## src/rtl/goertzel_power_detector_if.sv

```systemverilog
// Handshake and result bundle between the detector and its Goertzel/receiver neighbours.
// Carries peak_o only when PEAK_TRACK_EN is defined.
interface goertzel_power_detector_if #(
   parameter int DW = 16
);
   logic            enable_i;
   logic [2*DW-1:0] power_i;
   logic            done_i;
   logic [2*DW-1:0] thresh_on_i;
   logic [2*DW-1:0] thresh_off_i;
   logic            start_o;
   logic [2*DW-1:0] avg_o;
   logic            avg_valid_o;
   logic            detect_o;
`ifdef PEAK_TRACK_EN
   logic [2*DW-1:0] peak_o;
`endif

   modport master (
      output enable_i, power_i, done_i, thresh_on_i, thresh_off_i,
      input  start_o, avg_o, avg_valid_o, detect_o
`ifdef PEAK_TRACK_EN
      , input peak_o
`endif
   );

   modport slave (
      input  enable_i, power_i, done_i, thresh_on_i, thresh_off_i,
      output start_o, avg_o, avg_valid_o, detect_o
`ifdef PEAK_TRACK_EN
      , output peak_o
`endif
   );
endinterface

```

## src/rtl/goertzel_power_detector.sv

```systemverilog
// Sequences the Goertzel stage, averages the last 2^AVG_POW2 powers and raises a hysteretic detect flag.
// Optional build macro PEAK_TRACK_EN adds a running peak of the valid averages.
module goertzel_power_detector #(
   parameter int DW         = 16,
   parameter int AVG_POW2   = 2,
   parameter int HOLD_COUNT = 3
) (
   input logic                      clk,
   input logic                      rst,
   goertzel_power_detector_if.slave bus
);
   localparam int PW     = 2 * DW;
   localparam int SW     = PW + AVG_POW2;
   localparam int N      = 1 << AVG_POW2;
   localparam int FILL_W = AVG_POW2 + 1;
   localparam int HOLD_W = $clog2(HOLD_COUNT + 1);
   localparam logic [FILL_W-1:0] FILL_FULL = FILL_W'(N);
   localparam logic [HOLD_W-1:0] HOLD_MAX  = HOLD_W'(HOLD_COUNT);

   typedef enum logic [2:0] {IDLE, START, WAIT, UPDATE, COMPARE} state_t;

   state_t                state;
   logic [PW-1:0]         pwr_p0;
   logic [SW-1:0]         sum_p1;
   logic [PW-1:0]         ring [N];
   logic [AVG_POW2-1:0]   wr_ptr;
   logic [FILL_W-1:0]     fill;
   logic [HOLD_W-1:0]     hold;
   logic [HOLD_W-1:0]     hold_inc;
   logic [PW-1:0]         avg_now;
   logic [PW-1:0]         avg_r;
   logic                  avg_valid_r;
   logic                  detect_r;
`ifdef PEAK_TRACK_EN
   logic [PW-1:0]         peak_r;
`endif

   // The sum holds exactly N values of PW bits, so the shifted result always fits PW bits.
   function automatic logic [PW-1:0] avg_of(input logic [SW-1:0] s);
      return PW'(s >> AVG_POW2);
   endfunction

   assign avg_now  = avg_of(sum_p1);
   assign hold_inc = (hold == HOLD_MAX) ? hold : hold + HOLD_W'(1);

   always_ff @(posedge clk or posedge rst) begin
      if (rst) begin
         state       <= IDLE;
         pwr_p0      <= '0;
         sum_p1      <= '0;
         for (int i = 0; i < N; i++) ring[i] <= '0;
         wr_ptr      <= '0;
         fill        <= '0;
         hold        <= '0;
         avg_r       <= '0;
         avg_valid_r <= 1'b0;
         detect_r    <= 1'b0;
`ifdef PEAK_TRACK_EN
         peak_r      <= '0;
`endif
      end else begin
         unique case (state)
            IDLE: begin
               if (bus.enable_i) begin
                  sum_p1      <= '0;
                  for (int i = 0; i < N; i++) ring[i] <= '0;
                  wr_ptr      <= '0;
                  fill        <= '0;
                  hold        <= '0;
                  avg_valid_r <= 1'b0;
                  detect_r    <= 1'b0;
`ifdef PEAK_TRACK_EN
                  peak_r      <= '0;
`endif
                  state       <= START;
               end
            end
            START: state <= WAIT;
            // capture stage: power latched on done
            WAIT: begin
               if (bus.done_i) begin
                  pwr_p0 <= bus.power_i;
                  state  <= UPDATE;
               end
            end
            // accumulate stage: sum never underflows since it always equals the ring contents
            UPDATE: begin
               sum_p1       <= sum_p1 + SW'(pwr_p0) - SW'(ring[wr_ptr]);
               ring[wr_ptr] <= pwr_p0;
               wr_ptr       <= wr_ptr + AVG_POW2'(1);
               if (fill != FILL_FULL) fill <= fill + FILL_W'(1);
               state        <= COMPARE;
            end
            // decision stage: on-condition is checked first so it wins over release
            COMPARE: begin
               avg_r <= avg_now;
               if (fill == FILL_FULL) begin
                  avg_valid_r <= 1'b1;
                  if (avg_now > bus.thresh_on_i) begin
                     hold <= hold_inc;
                     if (hold_inc == HOLD_MAX) detect_r <= 1'b1;
                  end else begin
                     hold <= '0;
                     if (avg_now < bus.thresh_off_i) detect_r <= 1'b0;
                  end
`ifdef PEAK_TRACK_EN
                  if (avg_now > peak_r) peak_r <= avg_now;
`endif
               end
               state <= bus.enable_i ? START : IDLE;
            end
            default: state <= IDLE;
         endcase
      end
   end

   assign bus.start_o     = (state == START);
   assign bus.avg_o       = avg_r;
   assign bus.avg_valid_o = avg_valid_r;
   assign bus.detect_o    = detect_r;
`ifdef PEAK_TRACK_EN
   assign bus.peak_o      = peak_r;
`endif

endmodule
```

## src/flat_wrapper.sv

```systemverilog
// flat-port wrapper written by rule: the top's interface ports become plain ports
module goertzel_power_detector_flat 
#(
   parameter int DW         = 16,
   parameter int AVG_POW2   = 2,
   parameter int HOLD_COUNT = 3
)
  (clk, rst, bus_enable_i, bus_power_i, bus_done_i, bus_thresh_on_i, bus_thresh_off_i, bus_start_o, bus_avg_o, bus_avg_valid_o, bus_detect_o);
  goertzel_power_detector_if #(.DW(DW)) bus_i ();
  input logic clk;
  input logic rst;
  input wire logic [$bits(bus_i.enable_i)-1:0] bus_enable_i;
  input wire logic [$bits(bus_i.power_i)-1:0] bus_power_i;
  input wire logic [$bits(bus_i.done_i)-1:0] bus_done_i;
  input wire logic [$bits(bus_i.thresh_on_i)-1:0] bus_thresh_on_i;
  input wire logic [$bits(bus_i.thresh_off_i)-1:0] bus_thresh_off_i;
  output wire logic [$bits(bus_i.start_o)-1:0] bus_start_o;
  output wire logic [$bits(bus_i.avg_o)-1:0] bus_avg_o;
  output wire logic [$bits(bus_i.avg_valid_o)-1:0] bus_avg_valid_o;
  output wire logic [$bits(bus_i.detect_o)-1:0] bus_detect_o;
  assign bus_i.enable_i = bus_enable_i;
  assign bus_i.power_i = bus_power_i;
  assign bus_i.done_i = bus_done_i;
  assign bus_i.thresh_on_i = bus_thresh_on_i;
  assign bus_i.thresh_off_i = bus_thresh_off_i;
  assign bus_start_o = bus_i.start_o;
  assign bus_avg_o = bus_i.avg_o;
  assign bus_avg_valid_o = bus_i.avg_valid_o;
  assign bus_detect_o = bus_i.detect_o;
  goertzel_power_detector #(.DW(DW), .AVG_POW2(AVG_POW2), .HOLD_COUNT(HOLD_COUNT)) u_core (.clk(clk), .rst(rst), .bus(bus_i));
endmodule
```

## config.mk

```make
export PLATFORM = sky130hd
export DESIGN_NAME = goertzel_power_detector_flat
export DESIGN_NICKNAME = d
export VERILOG_FILES = /design/src/rtl/goertzel_power_detector_if.sv /design/src/rtl/goertzel_power_detector.sv /design/src/flat_wrapper.sv
export SDC_FILE = /design/constraint.sdc
export NUM_CORES = 1
export LEC_CHECK = 0
export BUFFER_PORTS_ARGS = -buffer_cell sky130_fd_sc_hd__buf_4
export CELL_PAD_IN_SITES_DETAIL_PLACEMENT = 0
export CELL_PAD_IN_SITES_GLOBAL_PLACEMENT = 1
export CORE_ASPECT_RATIO = 1.5
export CORE_MARGIN = 10
export CORE_UTILIZATION = 42
export DETAILED_ROUTE_END_ITERATION = 8
export PLACE_DENSITY_LB_ADDON = 0.1
export SLEW_MARGIN = 20
export SYNTH_ARGS = -nofsm -noshare
export SYNTH_HDL_FRONTEND = slang
export SYNTH_SLANG_ARGS = --single-unit
```

## constraint.sdc

```tcl
create_clock -name clk -period 6.24 [get_ports clk]
set_clock_uncertainty 0.05 [all_clocks]
set_input_delay 0.312 -clock clk [delete_from_list [all_inputs] [get_ports clk]]
set_output_delay 0.312 -clock clk [all_outputs]
set_load 0.1 [all_outputs]
```

==> results summary, run 1 <==
The flow ran to the end, and the final reports show no timing, DRC or antenna violations. The final hold violation count came out at 0. The detailed router used layers up to and including met4. The final number of max-transition violations came to 0. Yosys instantiated no cell more often than sky130_fd_sc_hd__dfrtp_1. The most used flip-flop cell after synthesis is sky130_fd_sc_hd__dfrtp_1.

The critical path required time is about 6600 ps. The count of flip-flops with a built-in enable after synthesis is 0. The number of DRC violations after detailed routing is 0. The total CTS buffers came out at 25. The via total after detailed routing came out at 10500. The via count of the first global-routing pass is ~11000. The highest net fanout along the worst path is 20. The initial core utilization came out at 42.6%.

The initial antenna violation count is 0. The first-iteration detailed-routing DRC count is 530. The routed metal-1 wirelength is about 16 mm. The number of instances in the synthesized netlist came out at 1422. The clock-pin slew reported for the worst setup and hold paths after clock tree synthesis is about 60 ps. The die is about 170 um wide. In the detailed route, the total length drawn on met3 is 1.58 mm. The startpoint type of the worst setup path is a register.

The worst slack at placement is 1510 ps. The final global-route overflow total is 0. The first detailed-routing pass ran for 6 iterations.

The fraction of post-synthesis cell area in the top cell type by area came out at between 40% and 50%. Counting flops and latches in the post-synthesis netlist gives 238. In this run the critical register-to-register path is launched from u_core.wr_ptr[0].

The maximum operating frequency came out at ~0.21 GHz. The tree is rooted in a sky130_fd_sc_hd__clkbuf_16. The signal on the critical path passes through buf_4, mux4_2, fa_1, inv_1, ha_1, a21oi_1, o21bai_1, a21oi_1, o21ai_0, a21o_2, or3_1, o221ai_1, xor2_1, o21ai_0. CTS saw between 200 and 250 sinks. The ratio of routed vias to standard cells is 5.28. The type of the worst setup path is register to register. No sink is reached through more buffers than the 3 on the longest clock path. The global-route wire length before repair came out at around 57 mm. For this run, the post-layout net count is around 1800. Yosys mapped the design onto between 60 and 70 distinct sky130hd cell types. In this run the post-CTS setup repair buffer count came out at 0. The average footprint of a synthesized cell came out at around 10 um^2. The number of input and output port buffers inserted is 134. In this run the worst hold path is classified as input port to register. The total wirelength of the detailed-routed design came out at approximately 35 mm. The final total negative setup slack is 0 ps. The number of gates resized after cts is 0.

After layout, the worst setup slack is around 1600 ps. The slack of the worst reg-to-reg path came out at between 1500 and 2000 ps. TritonCTS built the clock tree. The launch instance of the worst min-delay path is bus_enable_i. The clock latency on the worst-skew pair came out at about 530 ps. The number of maximum-capacitance constraint violations came out at 0. The repair_antennas step left the layout with diodes totalling 0. From bottom edge to top edge, the die measures roughly 240 um. The boundary pin count came out at 135. The largest net degree at the start of global routing is about 180. The final RePlAce weighted congestion came out at 0.882. The hold path endpoint is u_core.state[0]. Setup repair after global routing left no endpoint under its margin.

The net count after synthesis came out at ~1700. For this run, the register share of the synthesized area comes to 42.7%. In this run the critical register-to-register path is captured at u_core.sum_p1[32]. The number of rows in the core area is around 80. Setup violations remaining at the end of the flow were counted as 0. The highest-delay cell along the critical path is sky130_fd_sc_hd__dfrtp_2. The final clock period utilization by the worst path is roughly 75%. After filler insertion, the fill cell instance count of the layout stands at 3111. The number of levels in the clock H-tree is 1.

On the worst path, the slowest cell contributes a delay of ~800 ps. The overall global routing resource usage is 16.8%. At the pin with the least slew margin, the transition time is a little over 1000 ps.

The number of hold buffers added after CTS was 33. The fraction of layout instances using a drive strength above 1 came out at 17.0%. The worst hold path was traced through 3 stages. In this run the tightest slew margin relative to its limit is slightly above 30%. Once detailed placement completed, the half-perimeter wirelength came to approximately 25 mm. The floorplan step defined a core boundary enclosing 32700 um^2.

The die covers approximately 40000 um^2. The synthesized design spends more area on one cell type than any other, namely sky130_fd_sc_hd__dfrtp_1. The worst path arrival time is 5020 ps.

The post-layout minimum cycle time is around 4700 ps. The async set or reset register ratio after synthesis is between 90% and 100%. The worst setup path is captured at a register.

During synthesis, Yosys emitted a total of 0 warnings. The commonest cells after synthesis are 238 x sky130_fd_sc_hd__dfrtp_1, 211 x sky130_fd_sc_hd__o21ai_0, 201 x sky130_fd_sc_hd__inv_1, 143 x sky130_fd_sc_hd__nand3_1, 103 x sky130_fd_sc_hd__ha_1. The number of cell instances on the worst register-to-register path is 14. The routed wire length on met2 is approximately 17 mm. The number of nets still failing antenna checks after routing is 0. The total standard cell area after synthesis came out at about 14000 um^2. The routed wire length per instance is approximately 17 um. Sorting the synthesized cells by area gives the leading types as sky130_fd_sc_hd__dfrtp_1 43%, sky130_fd_sc_hd__ha_1 9.2%, sky130_fd_sc_hd__o21ai_0 7.6%, sky130_fd_sc_hd__inv_1 5.4%, sky130_fd_sc_hd__mux4_2 5.2%.

Compared with the post-synthesis result, the final layout area differs by 18.3%.
==> registers in the layout (all words and copies together), names as in the netlist <==
| signal | count |
|---|---|
| u_core.hold | 2 |
| u_core.wr_ptr | 2 |
| u_core.bus.avg_o | 32 |
| u_core.state | 3 |
| u_core.ring | 128 |
| u_core.pwr_p0 | 32 |
| u_core.bus.avg_valid_o | 1 |
| u_core.sum_p1 | 34 |
| u_core.bus.detect_o | 1 |
| u_core.fill | 3 |
==> final cells by class <==
cell class | instances | area (um^2) | share of cell area [%]
Clock buffer | 34 | 709 | 4.30
Clock inverter | 10 | 114 | 0.690
Inverter | 201 | 758 | 4.60
Multi-Input combinational cell | 910 | 6970 | 42.3
Sequential cell | 238 | 5960 | 36.1
Tap cell | 415 | 519 | 3.15
Timing Repair Buffer | 182 | 1460 | 8.86
==> through the flow <==
step | instance area [um^2] | std cells | hold WS (ps) | util [%]
3_3_place_gp | 15300 | 1913 | 330 | 46.9
5_1_grt | 16500 | 1990 | 34.5 | 50.4
4_1_cts | 16500 | 1990 | 13.5 | 50.4
2_1_floorplan | 13900 | 1422 | 379 | -
3_5_place_dp | 15300 | 1913 | 334 | 46.9
6_report | 16500 | 1990 | 33.9 | 50.4
==> layer usage <==
| layer | up-vias | GRT usage [%] |
|---|---|---|
| li1 | 5186 | - |
| met1 | 5086 | 22.9 |
| met2 | 202 | 27.8 |
| met3 | 28 | 2.43 |
| met4 | 0 | 3.05 |
| met5 | - | 0 |
==> critical path, delay by kind of cell, from the launching register on <==
| family | cells | cell delay, ps |
|---|---|---|
| xor+xnor | 1 | 160 |
| mux | 1 | 570 |
| fa+ha+maj | 2 | 880 |
| compound gates | 7 | 1220 |
| flops | 1 | 800 |
| simple gates | 1 | 350 |
| buf+inv | 2 | 510 |
==> layout by cell type, fill, tap and decap left out, types with 4 or more instances in the layout <==
cell | synthesis | layout
sky130_fd_sc_hd__a211oi_1 | 6 | 6
sky130_fd_sc_hd__nor3_1 | 5 | 5
sky130_fd_sc_hd__nand3_1 | 143 | 143
sky130_fd_sc_hd__nor2b_1 | 7 | 7
sky130_fd_sc_hd__nand2_1 | 89 | 89
sky130_fd_sc_hd__buf_4 | 0 | 148
sky130_fd_sc_hd__a21oi_1 | 45 | 45
sky130_fd_sc_hd__a22o_1 | 6 | 6
sky130_fd_sc_hd__nand2b_1 | 7 | 7
sky130_fd_sc_hd__and4_1 | 4 | 4
sky130_fd_sc_hd__a21o_1 | 44 | 44
sky130_fd_sc_hd__xor2_1 | 13 | 13
sky130_fd_sc_hd__nand4_1 | 18 | 18
sky130_fd_sc_hd__clkbuf_1 | 57 | 4
sky130_fd_sc_hd__xnor2_1 | 15 | 15
sky130_fd_sc_hd__mux2_2 | 32 | 32
sky130_fd_sc_hd__inv_1 | 201 | 200
sky130_fd_sc_hd__o21ai_0 | 211 | 211
sky130_fd_sc_hd__ha_1 | 103 | 103
sky130_fd_sc_hd__o21a_1 | 6 | 6
sky130_fd_sc_hd__dlygate4sd3_1 | 0 | 33
sky130_fd_sc_hd__nor2_1 | 26 | 25
sky130_fd_sc_hd__o31ai_1 | 4 | 4
sky130_fd_sc_hd__or3_1 | 4 | 4
sky130_fd_sc_hd__dfrtp_1 | 238 | 237
sky130_fd_sc_hd__fa_1 | 32 | 32
sky130_fd_sc_hd__clkbuf_8 | 0 | 5
sky130_fd_sc_hd__clkinv_2 | 0 | 5
sky130_fd_sc_hd__mux4_2 | 32 | 32
sky130_fd_sc_hd__clkbuf_16 | 0 | 25
==> cell families (layout without fill, tap and decap cells) <==
group           Yosys count  in the layout  share of synthesized area (%)
xor+xnor                 28             28                           1.76
mux                      64             64                           7.76
compound gates          358            358                           15.0
simple gates            325            325                           11.5
flops                   238            238                           42.7
buf+inv                 274            427                           7.43
fa+ha+maj               135            135                           13.8
==> worst max-delay path by stage <==
stage / startpoint / endpoint / slack, ps / cells past startpoint
after global routing: u_core.wr_ptr[0] / u_core.sum_p1[32] / 1140 / 14
after floorplan: u_core.wr_ptr[0] / u_core.sum_p1[28] / 1640 / 15
after global placement: u_core.wr_ptr[0] / u_core.sum_p1[24] / 1550 / 14
after detailed placement: u_core.wr_ptr[0] / u_core.sum_p1[24] / 1510 / 14
final: u_core.wr_ptr[0] / u_core.sum_p1[32] / 1550 / 14
after CTS: u_core.wr_ptr[0] / u_core.sum_p1[24] / 1500 / 14
Power of run 1 is left out: the tool's default activity adds up to more than one toggle a clock period on the data nets, which glitch-free logic cannot reach.
==> inputs of run 2 (changes only) <==
--- a/config.mk
+++ b/config.mk
@@ -5,12 +5,13 @@
 export SDC_FILE = /design/constraint.sdc
 export NUM_CORES = 1
 export LEC_CHECK = 0
+export ABC_AREA = 1
 export BUFFER_PORTS_ARGS = -buffer_cell sky130_fd_sc_hd__buf_4
 export CELL_PAD_IN_SITES_DETAIL_PLACEMENT = 0
 export CELL_PAD_IN_SITES_GLOBAL_PLACEMENT = 1
 export CORE_ASPECT_RATIO = 1.5
 export CORE_MARGIN = 10
-export CORE_UTILIZATION = 42
+export CORE_UTILIZATION = 41
 export DETAILED_ROUTE_END_ITERATION = 8
 export PLACE_DENSITY_LB_ADDON = 0.1
 export SLEW_MARGIN = 20
==> constraint.sdc (replaced) <==
create_clock -name clk -period 4.2 [get_ports clk]
set_clock_uncertainty 0.05 [all_clocks]
set_input_delay 0.21 -clock clk [delete_from_list [all_inputs] [get_ports clk]]
set_output_delay 0.21 -clock clk [all_outputs]
set_load 0.1 [all_outputs]
==> run 2 against run 1 <==
  * Die area up 5.2%
  * Via count up 18%
  * Core utilization down 1.3 points
  * Critical path type unchanged
  * Clock-buffer cell count unchanged
  * Maximum frequency up 27%
  * Non-clock buffer count up 8
  * Sequential share of layout area down 1.4 points
  * Global-route usage up 2.4 points
  * Wire length up 20%
==> results summary, run 2 <==
The startpoint identified for the worst register-to-register timing path is u_core.wr_ptr[0]. The top cell types in the final layout, fill and taps aside, are 273 x sky130_fd_sc_hd__inv_1, 271 x sky130_fd_sc_hd__o21ai_0, 238 x sky130_fd_sc_hd__dfrtp_1, 208 x sky130_fd_sc_hd__nand2_1, 151 x sky130_fd_sc_hd__buf_4. The worst hold path begins at bus_enable_i.

The number of maximum-capacitance constraint violations is 0 (unchanged). The number of DRC violations after detailed routing came out at 0 (unchanged). The cell family with the largest share of critical-path delay is simple AND/OR/NAND/NOR gates. Walking the worst path, the cells encountered are buf_4, nor2_1, o21ai_0, fa_1, inv_1, ha_1, nand2_1, nor2_1, inv_1, nor3_1, nand3_2, nand2_1, nand2_1, nand3_1, nand2_1. The final number of max-transition violations came out at 0 (unchanged). The number of rows in the core area was 84 (+3.7%).

The horizontal extent of the die was 173 um (+2.5%). The flow ran to the end, and the final reports show no timing, DRC or antenna violations. The critical path is of the register to register type. The number of instances in the synthesized netlist is 1783 (+25%). The post-CTS setup-driven buffer insertion count came to 0 (unchanged). The worst slew slack as a fraction of its limit is 35.6% (+4.8 points).

The area of the core came out at 34900 um^2 (+6.6%). The register bit count reported by yosys came out at 238 (unchanged). The fraction of layout instances using a drive strength above 1 came out at 12.6% (-4.4 points). In this run the worst hold path is classified as input port to register.

The number of nets in the layout is 2158 (+20%). Clock tree synthesis selected as its root buffer the cell sky130_fd_sc_hd__clkbuf_16. The total of hold buffers inserted after clock tree synthesis was 35 (+6.1%). The via count of the first global-routing pass came to 12300 (+15%). The most frequent cell on the critical path is sky130_fd_sc_hd__nand2_1. The number of warnings issued by yosys is 0 (unchanged). The library cell used most frequently in the layout, excluding fill and tap cells, is sky130_fd_sc_hd__inv_1. The largest net degree at the start of global routing is 111 (-39%). The largest registers in the layout are u_core.ring (128), u_core.sum_p1 (34).

The relative area change from synthesis to final layout came out at 19.0%. The clock-pin slew reported for the worst setup and hold paths after clock tree synthesis is 70 ps (about the same). The net count after synthesis came out at 2018 (+22%). The fraction of post-synthesis cell area in the top cell type by area is 41.4% (-1.4 points). The routed wire length per instance was 17.3 um (-0.96%). The number of sinks on the clock net is 238 (unchanged). The global-route wire length before repair is 67.9 mm (+18%). The number of gates resized after cts is 0 (unchanged). The area occupied by multi-input gates came out at 7080 um^2 (+1.5%). The number of diodes added for antenna fixing came out at 0 (unchanged).

The initial antenna violation count was 0 (unchanged). The overall global routing resource usage came out at 19.2% (+2.4 points). The final hold violation count is 0 (unchanged). The async set or reset register ratio after synthesis was 100% (unchanged).

The highest-delay cell along the critical path is sky130_fd_sc_hd__nor3_1. The final clock period utilization by the worst path is 87.8% (+13 points). The total standard cell area after synthesis came to 14400 um^2 (+3.3%).

The maximum operating frequency came out at 0.271 GHz (+27%). The flip-flop count of the largest register after layout came out at 128 (unchanged). The number of filler instances in the final layout is 3528 (+13%). The ratio of routed vias to standard cells came out at 5.15 (-2.5%).

The final global-route overflow total came out at 0 (unchanged). The area of the die is 43200 um^2 (+5.2%). The actual transition at the worst max-transition pin is 967 ps (-72.4 ps).

The average footprint of a synthesized cell is 8.07 um^2 (-18%). The via total after detailed routing came out at 12400 (+18%). By instance count, the leading cell after synthesis is sky130_fd_sc_hd__inv_1. TritonCTS built the clock tree. The delay of the slowest critical-path stage is 550 ps (-250 ps). The type of destination of the critical path is a register. The total wirelength of the detailed-routed design came out at 41.8 mm (+20%).

The number of levels in the clock H-tree came out at 1 (unchanged). The chip height was 250 um (+2.6%). The number of nets still failing antenna checks after routing is 0 (unchanged).

The combined flip-flop and latch cell area is 5960 um^2 (about the same). The clock latency on the worst-skew pair is 540 ps (about the same). The critical path required time came out at 4590 ps (-1980 ps).

Setup repair after global routing left no endpoint under its margin. The startpoint type of the worst setup path is a register. The maximum count of clock buffers along a single path is 3 (unchanged).

The worst path arrival time came out at 4070 ps (-950 ps). The critical path starts at u_core.wr_ptr[0]. The register with the most flip-flops in the final layout is u_core.ring. The final RePlAce weighted congestion is 0.867 (-1.7%). The boundary pin count is 135 (unchanged). The final total negative setup slack is 0 ps (unchanged).

The post-layout minimum cycle time is 3690 ps (-1000 ps). Ranked by instance count, the synthesized netlist is headed by 275 x sky130_fd_sc_hd__inv_1, 271 x sky130_fd_sc_hd__o21ai_0, 238 x sky130_fd_sc_hd__dfrtp_1, 210 x sky130_fd_sc_hd__nand2_1, 145 x sky130_fd_sc_hd__nor2_1. sky130_fd_sc_hd__dfrtp_1 takes more of the synthesized area than any other cell. By area the synthesized netlist is led by sky130_fd_sc_hd__dfrtp_1 41%, sky130_fd_sc_hd__o21ai_0 9.4%, sky130_fd_sc_hd__ha_1 9.0%, sky130_fd_sc_hd__inv_1 7.2%, sky130_fd_sc_hd__nand2_1 5.5%. The number of input and output port buffers inserted came out at 134 (unchanged). The half-perimeter wire length after placement is 31.6 mm (+26%). The first-iteration detailed-routing DRC count was 795 (+50%). The number of distinct library cell variants in the gate-level netlist after synthesis came out at 50 (-24%). The highest net fanout along the worst path came out at 46 (+130%).

The initial core utilization came out at 41.3% (-1.3 points). The total CTS buffers is 24 (-4.0%). The number of buffers and inverters on the critical path came out at 3 (+1). In the synthesized netlist the dominant register cell turns out to be sky130_fd_sc_hd__dfrtp_1.

The total of endpoints with negative setup slack in the final report came to 0 (unchanged). The count of flip-flops with a built-in enable after synthesis is 0 (unchanged). The portion of the post-synthesis area used by sequential elements is 41.4% (-1.4 points). The length of the first detailed-routing pass in iterations came out at 5 (-1).
==> run 2: cell count changes in the layout (fill, tap and decap cells not counted), sizes merged, moves of 8 or more <==
| cell | delta |
|---|---|
| nand2 | +133 |
| nor2 | +123 |
| a21oi | +92 |
| inv | +78 |
| o21ai | +75 |
| o22ai | +43 |
| a21o | -41 |
| mux2 | -32 |
| mux4 | -32 |
| xnor2 | -14 |
| nand4 | -9 |
| xor2 | -9 |
| nor3 | +8 |
==> run 2: path summary, 6_finish.rpt <==
kind	end	slack (ps)	depth (start not counted)
min reg2reg	u_core.bus.detect_o	420	2
max reg2reg	u_core.sum_p1[29]	510	15
max in group asynchronous	u_core.state[2]	3040	4
min	u_core.bus.avg_valid_o	140	4
max	u_core.sum_p1[29]	510	15
min in group asynchronous	u_core.bus.avg_o[2]	150	3
==> run 2: metrics by stage <==
stage | utilization (%) | cells | worst slack (ps) | hold slack (ps) | cell area [um^2]
after floorplan | - | 1783 | 820 | 319 | 14400
after global placement | 45.5 | 2334 | 478 | 406 | 15900
after detailed placement | 45.5 | 2334 | 541 | 412 | 15900
after CTS | 49.1 | 2413 | 522 | 126 | 17100
after global routing | 49.1 | 2414 | 234 | 165 | 17100
final | 49.1 | 2414 | 511 | 141 | 17100
==> run 2: tightest hold or removal path: stages <==
cell	delay (ps)
sky130_fd_sc_hd__buf_4	100
sky130_fd_sc_hd__nand2_4	180
sky130_fd_sc_hd__nand2_1	100
sky130_fd_sc_hd__o21ai_0	70
==> run 2: logic make-up after synthesis <==
kind of cell / synth area share (%)
AND/OR/NAND/NOR: 16.7
AO/OA/AOI/OAI: 18.6
buffers and inverters: 9.59
flip-flops: 41.4
adder cells (fa/ha/maj): 13.4
XOR/XNOR: 0.304
==> run 2: area by class of cell <==
type | instances | share of cell area, %
Sequential cell | 238 | 34.8
Multi-Input combinational cell | 1187 | 41.3
Timing Repair Buffer | 190 | 9.13
Inverter | 282 | 6.20
Clock inverter | 10 | 0.920
Tap cell | 473 | 3.45
Clock buffer | 34 | 4.26
==> run 2: layer usage <==
layer	track usage, %	vias up	routed length [um]
met2	31.8	302	20000
li1	-	6178	-
met3	2.36	61	1770
met1	25.6	5883	18900
met4	6.03	0	1160
met5	0	-	0
Power of run 2 is left out for the same reason.
==> inputs of run 3 (changes only) <==
--- a/config.mk
+++ b/config.mk
@@ -10,7 +10,6 @@
 export CELL_PAD_IN_SITES_DETAIL_PLACEMENT = 0
 export CELL_PAD_IN_SITES_GLOBAL_PLACEMENT = 1
 export CORE_ASPECT_RATIO = 1.5
-export CORE_MARGIN = 10
 export CORE_UTILIZATION = 41
 export DETAILED_ROUTE_END_ITERATION = 8
 export PLACE_DENSITY_LB_ADDON = 0.1
==> run 3 against run 2 <==
  * Wire length decreased by 5.1%
  * Design area decreased by 0.64%
  * First-iteration DRC count decreased by 10%
  * Worst setup slack improved by 96 ps
==> results summary, run 3 (synthesis results as in run 2) <==
The flow ran to the end, and the final reports show no timing, DRC or antenna violations. In this run the worst hold path is classified as input port to asynchronous set/reset pin. The ratio of routed vias to standard cells is 5.09 (-1.0%). The fraction of layout instances using a drive strength above 1 is 12.4% (-0.17 points). The worst register-to-register path begins at u_core.wr_ptr[0].

The critical path is of the register to register type. The number of input and output port buffers inserted came to 134 (unchanged). The overall global routing resource usage came to 22.6% (+3.4 points). The critical path required time is 4550 ps (-40 ps). The clock-pin slew reported for the worst setup and hold paths after clock tree synthesis came out at 60 ps (about the same). The relative area change from synthesis to final layout is 18.3%. The post-placement cell area is 15900 um^2 (-0.11%). The routed wire length per instance is 16.5 um (-4.7%). The actual transition at the worst max-transition pin is 889 ps (-78.0 ps). TritonCTS built the clock tree.

The maximum operating frequency came to 0.278 GHz (+2.7%). The worst path arrival time is 3950 ps (-120 ps). The highest net fanout along the worst path came out at 56 (+22%). The total of endpoints with negative setup slack in the final report is 0 (unchanged). The number of levels in the clock H-tree was 1 (unchanged). The horizontal extent of the die was 155 um (-10%). The flip-flop count of the largest register after layout is 128 (unchanged). The number of gates resized after cts was 0 (unchanged). The worst setup path is launched from a register. u_core.ring holds more flip-flops than any other register. Leaving out fill and tap cells, the most frequent cell in the layout is sky130_fd_sc_hd__inv_1.

The via count of the first global-routing pass came out at 11800 (-4.1%). The post-CTS setup-driven buffer insertion count is 0 (unchanged). The worst setup path is captured at a register. The first-iteration detailed-routing DRC count is 715 (-10%). The half-perimeter wire length after placement is 29.4 mm (-7.0%).

The number of diodes added for antenna fixing is 0 (unchanged). The root buffer selected by CTS is sky130_fd_sc_hd__clkbuf_16. The final hold violation count came to 0 (unchanged).

The boundary pin count is 135 (unchanged). The maximum count of clock buffers along a single path came out at 3 (unchanged). The clock latency on the worst-skew pair is 530 ps (about the same). The final RePlAce weighted congestion came to 0.913 (+5.2%).

The number of nets still failing antenna checks after routing came out at 0 (unchanged). The total wirelength of the detailed-routed design is 39.6 mm (-5.1%). The area of the die came out at 35900 um^2 (-17%).

The final number of max-transition violations came to 0 (unchanged). The number of maximum-capacitance constraint violations is 0 (unchanged). The largest net degree at the start of global routing came out at 110 (-0.90%). The number of rows in the core area is 83 (-1.2%). The number of sinks on the clock net is 238 (unchanged). The post-layout minimum cycle time is 3590 ps (-96.4 ps).

The largest registers in the layout are u_core.ring (128), u_core.sum_p1 (34). The global-route wire length before repair is 63.3 mm (-6.8%). The initial core utilization is 41.9% (+0.62 points).

The chip height came out at 232 um (-7.2%). The area of the core came out at 34400 um^2 (-1.5%). The initial antenna violation count was 0 (unchanged). The cell area after layout is 17000 um^2 (-0.64%). Setup repair after global routing left no endpoint under its margin. The length of the first detailed-routing pass in iterations came to 5 (unchanged). The core occupancy in the finished layout was 49.5% (+0.43 points). The worst slew slack as a fraction of its limit came out at 40.5% (+5.0 points).

The final total negative setup slack is 0 ps (unchanged). The total CTS buffers came out at 24 (unchanged). In this run the worst setup path begins at u_core.wr_ptr[0]. The final global-route overflow total came to 0 (unchanged). The number of DRC violations after detailed routing came out at 0 (unchanged).

In the layout the commonest cells are 273 x sky130_fd_sc_hd__inv_1, 271 x sky130_fd_sc_hd__o21ai_0, 238 x sky130_fd_sc_hd__dfrtp_1, 208 x sky130_fd_sc_hd__nand2_1, 147 x sky130_fd_sc_hd__buf_4. The final clock period utilization by the worst path came out at 85.5% (-2.3 points). The number of nets in the layout was 2154 (-0.19%). The via total after detailed routing came out at 12200 (-1.5%).
==> run 3: cell types whose count changed in the layout (fill, tap and decap cells not counted), moves of 2 or more <==
cell | before | now
sky130_fd_sc_hd__buf_4 | 151 | 147
sky130_fd_sc_hd__bufinv_16 | 4 | 1
sky130_fd_sc_hd__clkinv_2 | 4 | 6
sky130_fd_sc_hd__clkinv_4 | 2 | 0
sky130_fd_sc_hd__inv_6 | 0 | 2
==> run 3: critical path, cell delays in order (launching register included) <==
cell	delay (ps)
sky130_fd_sc_hd__dfrtp_1	420
sky130_fd_sc_hd__inv_2	100
sky130_fd_sc_hd__buf_12	230
sky130_fd_sc_hd__a21oi_1	100
sky130_fd_sc_hd__o21ai_0	80
sky130_fd_sc_hd__o21ai_0	170
sky130_fd_sc_hd__fa_1	510
sky130_fd_sc_hd__inv_1	40
sky130_fd_sc_hd__ha_1	330
sky130_fd_sc_hd__nand2_1	180
sky130_fd_sc_hd__inv_1	90
sky130_fd_sc_hd__a21boi_0	360
sky130_fd_sc_hd__and2_1	240
sky130_fd_sc_hd__o211ai_1	280
sky130_fd_sc_hd__nor2_1	170
sky130_fd_sc_hd__o22ai_1	90
==> run 3: per-layer routing <==
layer	GRT usage, %	vias up	share of wire (%)
li1	-	6172	-
met1	30.7	5774	46
met2	38.0	243	48
met3	2.02	52	3.5
met4	7.21	0	2.7
met5	0	-	0
==> run 3: cell type report <==
cell class	instances	area (um^2)
multi-input combinational	1187	7080
sequential	238	5960
inverter	282	1060
timing repair buffer	186	1530
clock inverter	10	85.1
tap	467	584
fill	3452	17300
clock buffer	33	726
==> run 3: final timing paths <==
check | end | slack (ps) | cells past startpoint
max reg2reg | u_core.sum_p1[25] | 610 | 15
max in group asynchronous | u_core.bus.avg_o[20] | 2860 | 4
max | u_core.sum_p1[25] | 610 | 15
min reg2reg | u_core.bus.avg_o[15] | 430 | 2
min | u_core.sum_p1[6] | 270 | 3
min in group clk | u_core.bus.avg_valid_o | 370 | 4
==> run 3: timing repair <==
action | 4_1_cts | 5_1_grt
setup endpoints to repair | 0 | 0
hold buffers | 35 | 0
hold endpoints to repair | 50 | 0
==> run 3: through the flow <==
step                hold WS, ps  worst slack (ps)  cells
floorplan                   319               820   1783
global placement            247               667   2325
detailed placement          245               659   2325
CTS                         228               644   2403
global route                291               398   2403
finish                      266               608   2403
Power of run 3 is left out for the same reason.
